==> src/rtl/wb_dma_pkg.sv <==
// Shared types and constants for the Wishbone byte-copy DMA.
package wb_dma_pkg;

    typedef enum logic [2:0] {
        IDLE,
        RD,
        RD_GAP,
        WR,
        WR_GAP,
        FIN
    } state_t;

    localparam logic [2:0] CTI_CLASSIC     = 3'b000;
    localparam int         TIMEOUT_DEFAULT = 255;

endpackage

==> src/rtl/wishbone_dma_timer.sv <==
// Per-access watchdog: counts no-ack cycles of one bus access and flags
// the cycle in which the TIMEOUT'th unacknowledged cycle is reached.
module wishbone_dma_timer
    import wb_dma_pkg::*;
#(
    parameter int TIMEOUT = TIMEOUT_DEFAULT
) (
    input  logic clk_i,
    input  logic rst_i,
    input  logic clr_i,
    input  logic en_i,
    output logic expired_o
);

    localparam logic [7:0] LIMIT = 8'(TIMEOUT - 1);

    logic [7:0] r_cnt;

    always_ff @(posedge clk_i) begin
        if (rst_i || clr_i) begin
            r_cnt <= '0;
        end else if (en_i) begin
            r_cnt <= r_cnt + 8'd1;
        end
    end

    // Counter holds the number of completed wait cycles, so the current one is r_cnt+1.
    assign expired_o = en_i && (r_cnt == LIMIT);

endmodule

==> src/rtl/wishbone_dma.sv <==
// Wishbone classic initiator copying len_i bytes src->dst, one read + one write per byte.
// Define WB_DMA_FILL_EN to add fill mode (write fill_data_i to every dst byte, no reads).
module wishbone_dma
    import wb_dma_pkg::*;
#(
    parameter int ADDRESS_WIDTH = 16,
    parameter int DATA_WIDTH    = 8,
    parameter int DATA_BYTES    = 1,
    parameter int TIMEOUT       = TIMEOUT_DEFAULT
) (
    input  logic                     clk_i,
    input  logic                     rst_i,
    input  logic                     start_i,
    input  logic [ADDRESS_WIDTH-1:0] src_i,
    input  logic [ADDRESS_WIDTH-1:0] dst_i,
    input  logic [15:0]              len_i,
`ifdef WB_DMA_FILL_EN
    input  logic                     fill_i,
    input  logic [DATA_WIDTH-1:0]    fill_data_i,
`endif
    output logic                     busy_o,
    output logic                     done_o,
    output logic                     err_o,
    output logic [ADDRESS_WIDTH-1:0] adr_o,
    output logic [DATA_WIDTH-1:0]    dat_o,
    input  logic [DATA_WIDTH-1:0]    dat_i,
    output logic                     we_o,
    output logic [DATA_BYTES-1:0]    sel_o,
    output logic                     stb_o,
    output logic                     cyc_o,
    input  logic                     ack_i,
    output logic [2:0]               cti_o
);

    localparam logic [ADDRESS_WIDTH-1:0] ADR_ONE = ADDRESS_WIDTH'(1);

    state_t                   r_state;
    logic [ADDRESS_WIDTH-1:0] r_src, r_dst, r_adr;
    logic [15:0]              r_len;
    logic [DATA_WIDTH-1:0]    r_byte, r_dat;
    logic [DATA_BYTES-1:0]    r_sel;
    logic                     r_cyc, r_stb, r_we, r_busy, r_done, r_err;

    logic                     w_access, w_expired;
    logic [ADDRESS_WIDTH-1:0] w_src_inc, w_dst_inc;
    logic                     w_fill, w_fill_start;
    logic [DATA_WIDTH-1:0]    w_fill_data, w_fill_data_start;

`ifdef WB_DMA_FILL_EN
    logic                  r_fill;
    logic [DATA_WIDTH-1:0] r_fill_data;

    always_ff @(posedge clk_i) begin
        if (rst_i) begin
            r_fill      <= 1'b0;
            r_fill_data <= '0;
        end else if (r_state == IDLE && start_i) begin
            r_fill      <= fill_i;
            r_fill_data <= fill_data_i;
        end
    end

    assign w_fill            = r_fill;
    assign w_fill_data       = r_fill_data;
    assign w_fill_start      = fill_i;
    assign w_fill_data_start = fill_data_i;
`else
    assign w_fill            = 1'b0;
    assign w_fill_data       = '0;
    assign w_fill_start      = 1'b0;
    assign w_fill_data_start = '0;
`endif

    assign w_access  = (r_state == RD) || (r_state == WR);
    assign w_src_inc = r_src + ADR_ONE;
    assign w_dst_inc = r_dst + ADR_ONE;

    // Held clear outside RD/WR, so every access starts counting from zero.
    wishbone_dma_timer #(.TIMEOUT(TIMEOUT)) u_timer (
        .clk_i     (clk_i),
        .rst_i     (rst_i),
        .clr_i     (!w_access),
        .en_i      (w_access && !ack_i),
        .expired_o (w_expired)
    );

    always_ff @(posedge clk_i) begin
        if (rst_i) begin
            r_state <= IDLE;
            r_src   <= '0;
            r_dst   <= '0;
            r_len   <= '0;
            r_byte  <= '0;
            r_adr   <= '0;
            r_dat   <= '0;
            r_sel   <= '0;
            r_cyc   <= 1'b0;
            r_stb   <= 1'b0;
            r_we    <= 1'b0;
            r_busy  <= 1'b0;
            r_done  <= 1'b0;
            r_err   <= 1'b0;
        end else begin
            r_done <= 1'b0;
            case (r_state)
                IDLE: if (start_i) begin
                    r_src  <= src_i;
                    r_dst  <= dst_i;
                    r_len  <= len_i;
                    r_err  <= 1'b0;
                    r_busy <= 1'b1;
                    if (len_i == 16'd0) begin
                        r_state <= FIN;
                    end else begin
                        r_cyc <= 1'b1;
                        r_stb <= 1'b1;
                        r_sel <= '1;
                        if (w_fill_start) begin
                            r_state <= WR;
                            r_we    <= 1'b1;
                            r_adr   <= dst_i;
                            r_dat   <= w_fill_data_start;
                        end else begin
                            r_state <= RD;
                            r_we    <= 1'b0;
                            r_adr   <= src_i;
                        end
                    end
                end
                RD, WR: if (ack_i || w_expired) begin
                    r_cyc <= 1'b0;
                    r_stb <= 1'b0;
                    r_we  <= 1'b0;
                    r_sel <= '0;
                    if (ack_i) begin
                        if (r_state == RD) r_byte <= dat_i;
                        r_state <= (r_state == RD) ? RD_GAP : WR_GAP;
                    end else begin
                        r_err   <= 1'b1;
                        r_state <= FIN;
                    end
                end
                RD_GAP: begin
                    r_state <= WR;
                    r_cyc   <= 1'b1;
                    r_stb   <= 1'b1;
                    r_we    <= 1'b1;
                    r_sel   <= '1;
                    r_adr   <= r_dst;
                    r_dat   <= r_byte;
                end
                WR_GAP: begin
                    r_src <= w_src_inc;
                    r_dst <= w_dst_inc;
                    r_len <= r_len - 16'd1;
                    if (r_len == 16'd1) begin
                        r_state <= FIN;
                    end else begin
                        r_cyc <= 1'b1;
                        r_stb <= 1'b1;
                        r_sel <= '1;
                        if (w_fill) begin
                            r_state <= WR;
                            r_we    <= 1'b1;
                            r_adr   <= w_dst_inc;
                            r_dat   <= w_fill_data;
                        end else begin
                            r_state <= RD;
                            r_we    <= 1'b0;
                            r_adr   <= w_src_inc;
                        end
                    end
                end
                FIN: begin
                    r_done  <= 1'b1;
                    r_busy  <= 1'b0;
                    r_state <= IDLE;
                end
                default: r_state <= IDLE;
            endcase
        end
    end

    assign busy_o = r_busy;
    assign done_o = r_done;
    assign err_o  = r_err;
    assign adr_o  = r_adr;
    assign dat_o  = r_dat;
    assign we_o   = r_we;
    assign sel_o  = r_sel;
    assign stb_o  = r_stb;
    assign cyc_o  = r_cyc;
    assign cti_o  = CTI_CLASSIC;

endmodule

==> config.mk <==
export PLATFORM = sky130hd
export DESIGN_NAME = wishbone_dma
export DESIGN_NICKNAME = d
export VERILOG_FILES = /design/src/rtl/wb_dma_pkg.sv /design/src/rtl/wishbone_dma_timer.sv /design/src/rtl/wishbone_dma.sv
export SDC_FILE = /design/constraint.sdc
export NUM_CORES = 1
export LEC_CHECK = 0
export ABC_AREA = 1
export CORE_MARGIN = 4
export CORE_UTILIZATION = 40
export CTS_CLUSTER_SIZE = 28
export DETAILED_ROUTE_END_ITERATION = 8
export HOLD_SLACK_MARGIN = 0.06
export PLACE_DENSITY = 0.62
export SLEW_MARGIN = 20
export SYNTH_ARGS = -nofsm -noshare
export SYNTH_HDL_FRONTEND = slang
export SYNTH_SLANG_ARGS = --single-unit
export TNS_END_PERCENT = 1
==> constraint.sdc <==
create_clock -name clk_i -period 3.3 [get_ports clk_i]
set_input_delay 0.66 -clock clk_i [delete_from_list [all_inputs] [get_ports clk_i]]
set_output_delay 0.66 -clock clk_i [all_outputs]
set_load 0.005 [all_outputs]
Yosys cells after proc, flatten, opt, wreduce, memory -nomap -nowiden
Index checks and enable logic that the tools add are counted.
{"block": "op_classes", "add_sub_neg": 4, "muxes": 33, "reduce_logical": 22, "n_eq_ne": 12}
{"operator": "$mux W16", "count": 6}
{"operator": "$pmux W16 S2", "count": 3}
{"operator": "$pmux W16 S3", "count": 1}
{"operator": "$add A16 B1 Y16 const B", "count": 2}
{"operator": "$mux W3", "count": 6}
{"operator": "$eq A16 B1 Y1 const B", "count": 1}
{"operator": "$logic_not A16 Y1", "count": 1}
{"operator": "$sub A16 B1 Y16 const B", "count": 1}
{"operator": "$mux W1", "count": 12}
{"operator": "$pmux W3 S4", "count": 1}
{"operator": "$reduce_and A4 Y1", "count": 3}
{"operator": "$ne A2 B2 Y1 const B", "count": 5}
{"operator": "$add A8 B1 Y8 const B", "count": 1}
{"operator": "$eq A8 B8 Y1 const B", "count": 1}
{"operator": "$pmux W1 S4", "count": 2}
{"operator": "$eq A3 B2 Y1 const B", "count": 2}
{"operator": "$eq A3 B3 Y1 const B", "count": 2}
{"operator": "$reduce_and A2 Y1", "count": 3}
{"operator": "$reduce_bool A2 Y1", "count": 3}
{"operator": "$reduce_and A5 Y1", "count": 1}
{"operator": "$pmux W1 S2", "count": 2}
{"operator": "$reduce_bool A4 Y1", "count": 1}
{"operator": "$eq A3 B1 Y1 const B", "count": 1}
{"operator": "$logic_not A3 Y1", "count": 1}
{"operator": "other kinds (5)", "count": 9}
{"block": "totals", "elab_cells": 84, "out_inout_bits": 34, "ff_bits": 96}

Depth between registers and ports, before layout
{"block": "depth", "ltp_word": 7, "mapped_depth": 12}

By module
From an unflattened synthesis, not the netlist that was laid out.
{"block": "hier_totals", "hier_cells": 878, "area_unflattened_um2": 5525.3}
{"mod": "wishbone_dma", "instances": 1, "area_each_um2": 5131.2, "seq_area_each_um2": 1761.7, "cells_each": 826}
{"mod": "wishbone_dma_timer", "instances": 1, "area_each_um2": 394.1, "seq_area_each_um2": 160.2, "cells_each": 52}

Worst setup path after synthesis
No wires, ideal clock.
{"block": "synth_timing", "path_type": "input -> register", "start": "input port len_i[12]", "end": "register r_adr[2] (netlist: adr_o[2])", "t_arrival_ns": 1.456, "stages": 9, "path_buffers": 1, "setup_ns": 0.113, "setup_slack_ns": 1.732, "path_cell_list": "inv_1 > nand2_1 > nor3_2 > nand2_2 > nand3_4 > buf_6 > nand2_1 > nand2_1 > nor2_1"}
{"block": "synth_via", "elab_chain_len": 3}
{"item": "start, declared", "line": "wishbone_dma.sv:16", "rtl": "input logic [15:0] len_i,"}
{"item": "$logic_not A16 Y1", "line": "wishbone_dma.sv:112", "rtl": "if (len_i == 16'd0) begin"}
{"item": "$ne A2 B2 Y1 (no source line)"}
{"item": "$reduce_and A4 Y1 (no source line)"}
{"item": "end signal, assigned", "line": "wishbone_dma.sv:121", "rtl": "r_adr <= dst_i;"}
{"item": "end signal, assigned", "line": "wishbone_dma.sv:126", "rtl": "r_adr <= src_i;"}
{"item": "end signal, assigned", "line": "wishbone_dma.sv:149", "rtl": "r_adr <= r_dst;"}
{"item": "end, declared", "line": "wishbone_dma.sv:38", "rtl": "logic [ADDRESS_WIDTH-1:0] r_src, r_dst, r_adr;"}
Every way passes these cells.
A chain may end at the register's enable or synchronous reset.

Worst setup path after layout
{"block": "layout_timing", "start": "register r_state[1]", "end": "register r_adr[11] (netlist: adr_o[11])"}
{"block": "layout_via", "elab_chain_len": 3, "word_cells_on_any_way": 9, "classes_between": "5 x eq/ne; 1 x mux; 3 x reduce/logical"}
{"item": "start, declared", "line": "wishbone_dma.sv:37", "rtl": "state_t r_state;"}
{"item": "start signal, assigned", "line": "wishbone_dma.sv:137", "rtl": "r_state <= (r_state == RD) ? RD_GAP : WR_GAP;"}
{"item": "$eq A3 B3 Y1, or another cell as far along", "line": "wishbone_dma.sv:105", "rtl": "case (r_state)"}
{"item": "$ne A2 B2 Y1 (no source line) / $reduce_bool A3 Y1 (equally long branches)"}
{"item": "$reduce_and A4 Y1 (no source line)"}
Several ways; a longest one is shown, not always the timed one.

==> impl_results.md <==
- Status: finished, final reports clean
- Netlist area before placement: 0.00560 sq mm
- Unrepaired setup endpoints after global routing: no
- Setup violators final: 0
- Setup TNS: 0 ns
- Die area: ~0.016 sq mm
- P_int: ~2.4 mW
- Die W: 126 um
- Hpwl dp: around 11000 um
- Router iterations before antenna repair: 5
- Initial antenna violation count: 0
- Vias per Instance: 4.89
- PD cells: 525 mW/mm^2
- Worst Hold Path EP: r_byte[3]$_SDFFE_PP0P_
- GR Overflow Total: 0
- CP max stage cell: buf_4
- Slowest stage delay, CP: between 0.4 and 0.5 ns
- Setup Fix Bufs, Post-CTS: 0
- CTS max path bufs: 2
- Depth of the most critical reg-to-reg path: 8
- Combinational share of power: about a third
- Final period util: 63.6%
- H-tree depth: 3
- Total track usage: 19.9%
- GPL Wtd Cong: a little over 0.8
- Vias in the first global route: ~5400
- Headroom to the max-slew limit: 54.4%
- Most used cell, CP: nor2_1
- Diode count: 0
- Cts bufs inserted: 9
- Pin count of the biggest net entering global routing: between 40 and 50
- Worst Hold Launch: r_byte[3]$_SDFFE_PP0P_
- Ratio of cells with drive above 1 in the final layout: around 4.3%
- Worst min path class: reg2reg
- Fin Hold WS: 0.475 ns
- CTS tree: done
- Vias: 5723
- Crit Reg-Reg Endpoint: adr_o[11]$_SDFFE_PP0P_
- CP Max Fanout: 46
- Post-DP Area: between 0.006 and 0.007 sq mm
- Clk_lat worst skew: about 0.35 ns
- Sw Share: about a third
- Synthesized flop and latch total: 96
- Inst Count DP: between 1000 and 1500
- DRC Markers: 0
- Total core area: 0.0135 sq mm
- Worst-Margin Slew: just under 0.7 ns
- Routed Antenna Nets: 0
- Max-slew violations: 0
- Final Power: about 3.6 mW
- Worst Path Arrival: roughly 2.4 ns
- Final Non-Filler Cells: 1171
- Post-Synthesis Cells: between 900 and 1000
- First-pass GRT wire length: roughly 26000 um
- Critical Path RT: between 3 and 4 ns
- Net Switching: between 1 and 1.5 mW
- Initial Utilization: between 40% and 50%
- Max Cap Viol: 0
- Hold path depth: 2
- 1st-iter DRT viols: roughly 400
- Mean post-synth cell area: between 6 and 7 sq um
- Cell taking the most area after synthesis: dfxtp_1
- Synth warn: 0
- Synth unique cells: 39
- Worst path cell trace: nor2_2 > nand2_4 > inv_2 > buf_4 > o21ai_0 > a21oi_1 > nor2_1 > nor2_1
- Cts hold-fix bufs: 0
- Flop pwr share: 40.9%
- Worst VDD drop: approximately 0.00036 V
- Average wire per cell in the routed design: approximately 13 um
- Register area share after synthesis: 34.3%
- Top Ports: 94
- Hold Fails Final Rpt: 0
- Drt total wl: 15700 um
- Commonest non-fill, non-tap cell in the layout: nand2_1
- Root Driver: clkbuf_16
- Area share of the largest cell type after synthesis: roughly 34%
- Synth top area cells: dfxtp_1, nand2_1, nor2_1, inv_1, o21ai_0
- Worst Skew: about 0.0081 ns
- Height of the chip: roughly 130 um
- Max Clk Rate: 477 MHz
- Final #Nets: 1057
- Clock sink count: 96
- Commonest non-fill, non-tap cells in the layout: nand2_1, nor2_1, inv_1
- Crit end category: register
- Port Buffers: 90
- Min Clock Period, post-route: 2.10 ns
- # rows: 42
- Post-route cell area: 0.00687 sq mm
- R2r setup slk: 1.20 ns
- Reg2Reg Launch Point: r_state[1]$_SDFFE_PP0P_
- Leakage: between 2 and 3 nW
- Post-CTS sizing: 0
- Clock share of power: between 20% and 30%
- CP Launch Type: register
- Area delta synth->final: 22.6%
- CTS clk-pin slew, worst paths: ~0.060 ns
- Crit path kind: reg2reg
[kinds of logic after synthesis]
group,after synthesis,share of synthesized area (%)
buffers and inverters,150,11.3
and+or+nand+nor,512,37.9
DFF,96,34.3
adders and majority gates,6,1.34
AOI/OAI and AO/OA,148,14.4
other,1,0.0669
xor gates and xnor gates,4,0.626
[state kept, by name, indices dropped and copies added, names as in the netlist]
signal / cells
busy_o: 1
r_dst: 16
done_o: 1
u_timer.r_cnt: 8
r_len: 16
stb_o: 1
err_o: 1
r_src: 16
adr_o: 16
r_state: 3
r_byte: 8
dat_o: 8
we_o: 1
[stage by stage]
step / setup slack [ns] / utilization, %
finish: 1.20 / 51.1
global route: 0.916 / 51.1
CTS: 1.19 / 51.1
detailed placement: 0.922 / 49.0
global placement: 0.990 / 49.0
floorplan: 1.73 / -
[power by group through the flow]
stage	clock (mW)	sequential, mW	combinational (mW)
floorplan	0	1.47	0.759
global placement	0	1.50	1.13
detailed placement	0	1.50	1.14
CTS	1.02	1.47	1.14
global route	1.05	1.50	1.31
finish	0.996	1.48	1.14
[per-layer routing]
metal  wire length (um)  global-route usage [%]  vias up
li1                   -                       -     3039
met1               7590                    27.1     2568
met2               7240                    31.9      105
met3                667                    4.33       11
met4                192                    5.11        0
met5                  0                       0        -
[how the worst max path moves through the flow]
stage | from | end | slack [ns] | cells past startpoint
floorplan | len_i[12] | adr_o[2]$_SDFFE_PP0P_ | 1.73 | 9
global placement | start_i | r_src[0]$_SDFFE_PP0P_ | 0.99 | 9
detailed placement | start_i | r_src[1]$_SDFFE_PP0P_ | 0.92 | 8
CTS | r_state[1]$_SDFFE_PP0P_ | r_len[8]$_SDFFE_PP0P_ | 1.19 | 8
global route | r_state[2]$_SDFFE_PP0P_ | adr_o[9]$_SDFFE_PP0P_ | 0.92 | 10
finish | r_state[1]$_SDFFE_PP0P_ | adr_o[11]$_SDFFE_PP0P_ | 1.20 | 8
[cell usage after synthesis (all sizes together)]
| cell type | count |
|---|---|
| xnor2 | 1 |
| a31oi | 9 |
| dfxtp | 96 |
| xor2 | 3 |
| a22oi | 1 |
| o211ai | 9 |
| a311oi | 1 |
| nand3 | 59 |
| conb | 1 |
| nand4 | 12 |
| clkbuf | 12 |
| nand2 | 258 |
| o21bai | 1 |
| nor3 | 5 |
| ha | 6 |
| o21a | 1 |
| a211oi | 4 |
| o221ai | 2 |
| buf | 25 |
| nor2 | 174 |
| o21ai | 73 |
| clkinv | 2 |
| inv | 111 |
| a21oi | 47 |
| nand3b | 3 |
| nor3b | 1 |
[worst max-delay path: cells and delay by family, from the launching register on]
family | cells | cell delay, ns
flip-flops | 1 | 0.37
buffers and inverters | 2 | 0.61
AO/OA/AOI/OAI | 2 | 0.40
AND/OR/NAND/NOR | 4 | 0.64
[area by class of cell]
type	instances	area, sq um
inverter	113	425
clock buffer	12	256
timing repair buffer	98	973
clock inverter	3	17.5
tap	176	220
multi-input combinational	673	3050
fill	1453	6580
sequential	96	1920
No activity file was read; power rests on OpenSTA's default activity.
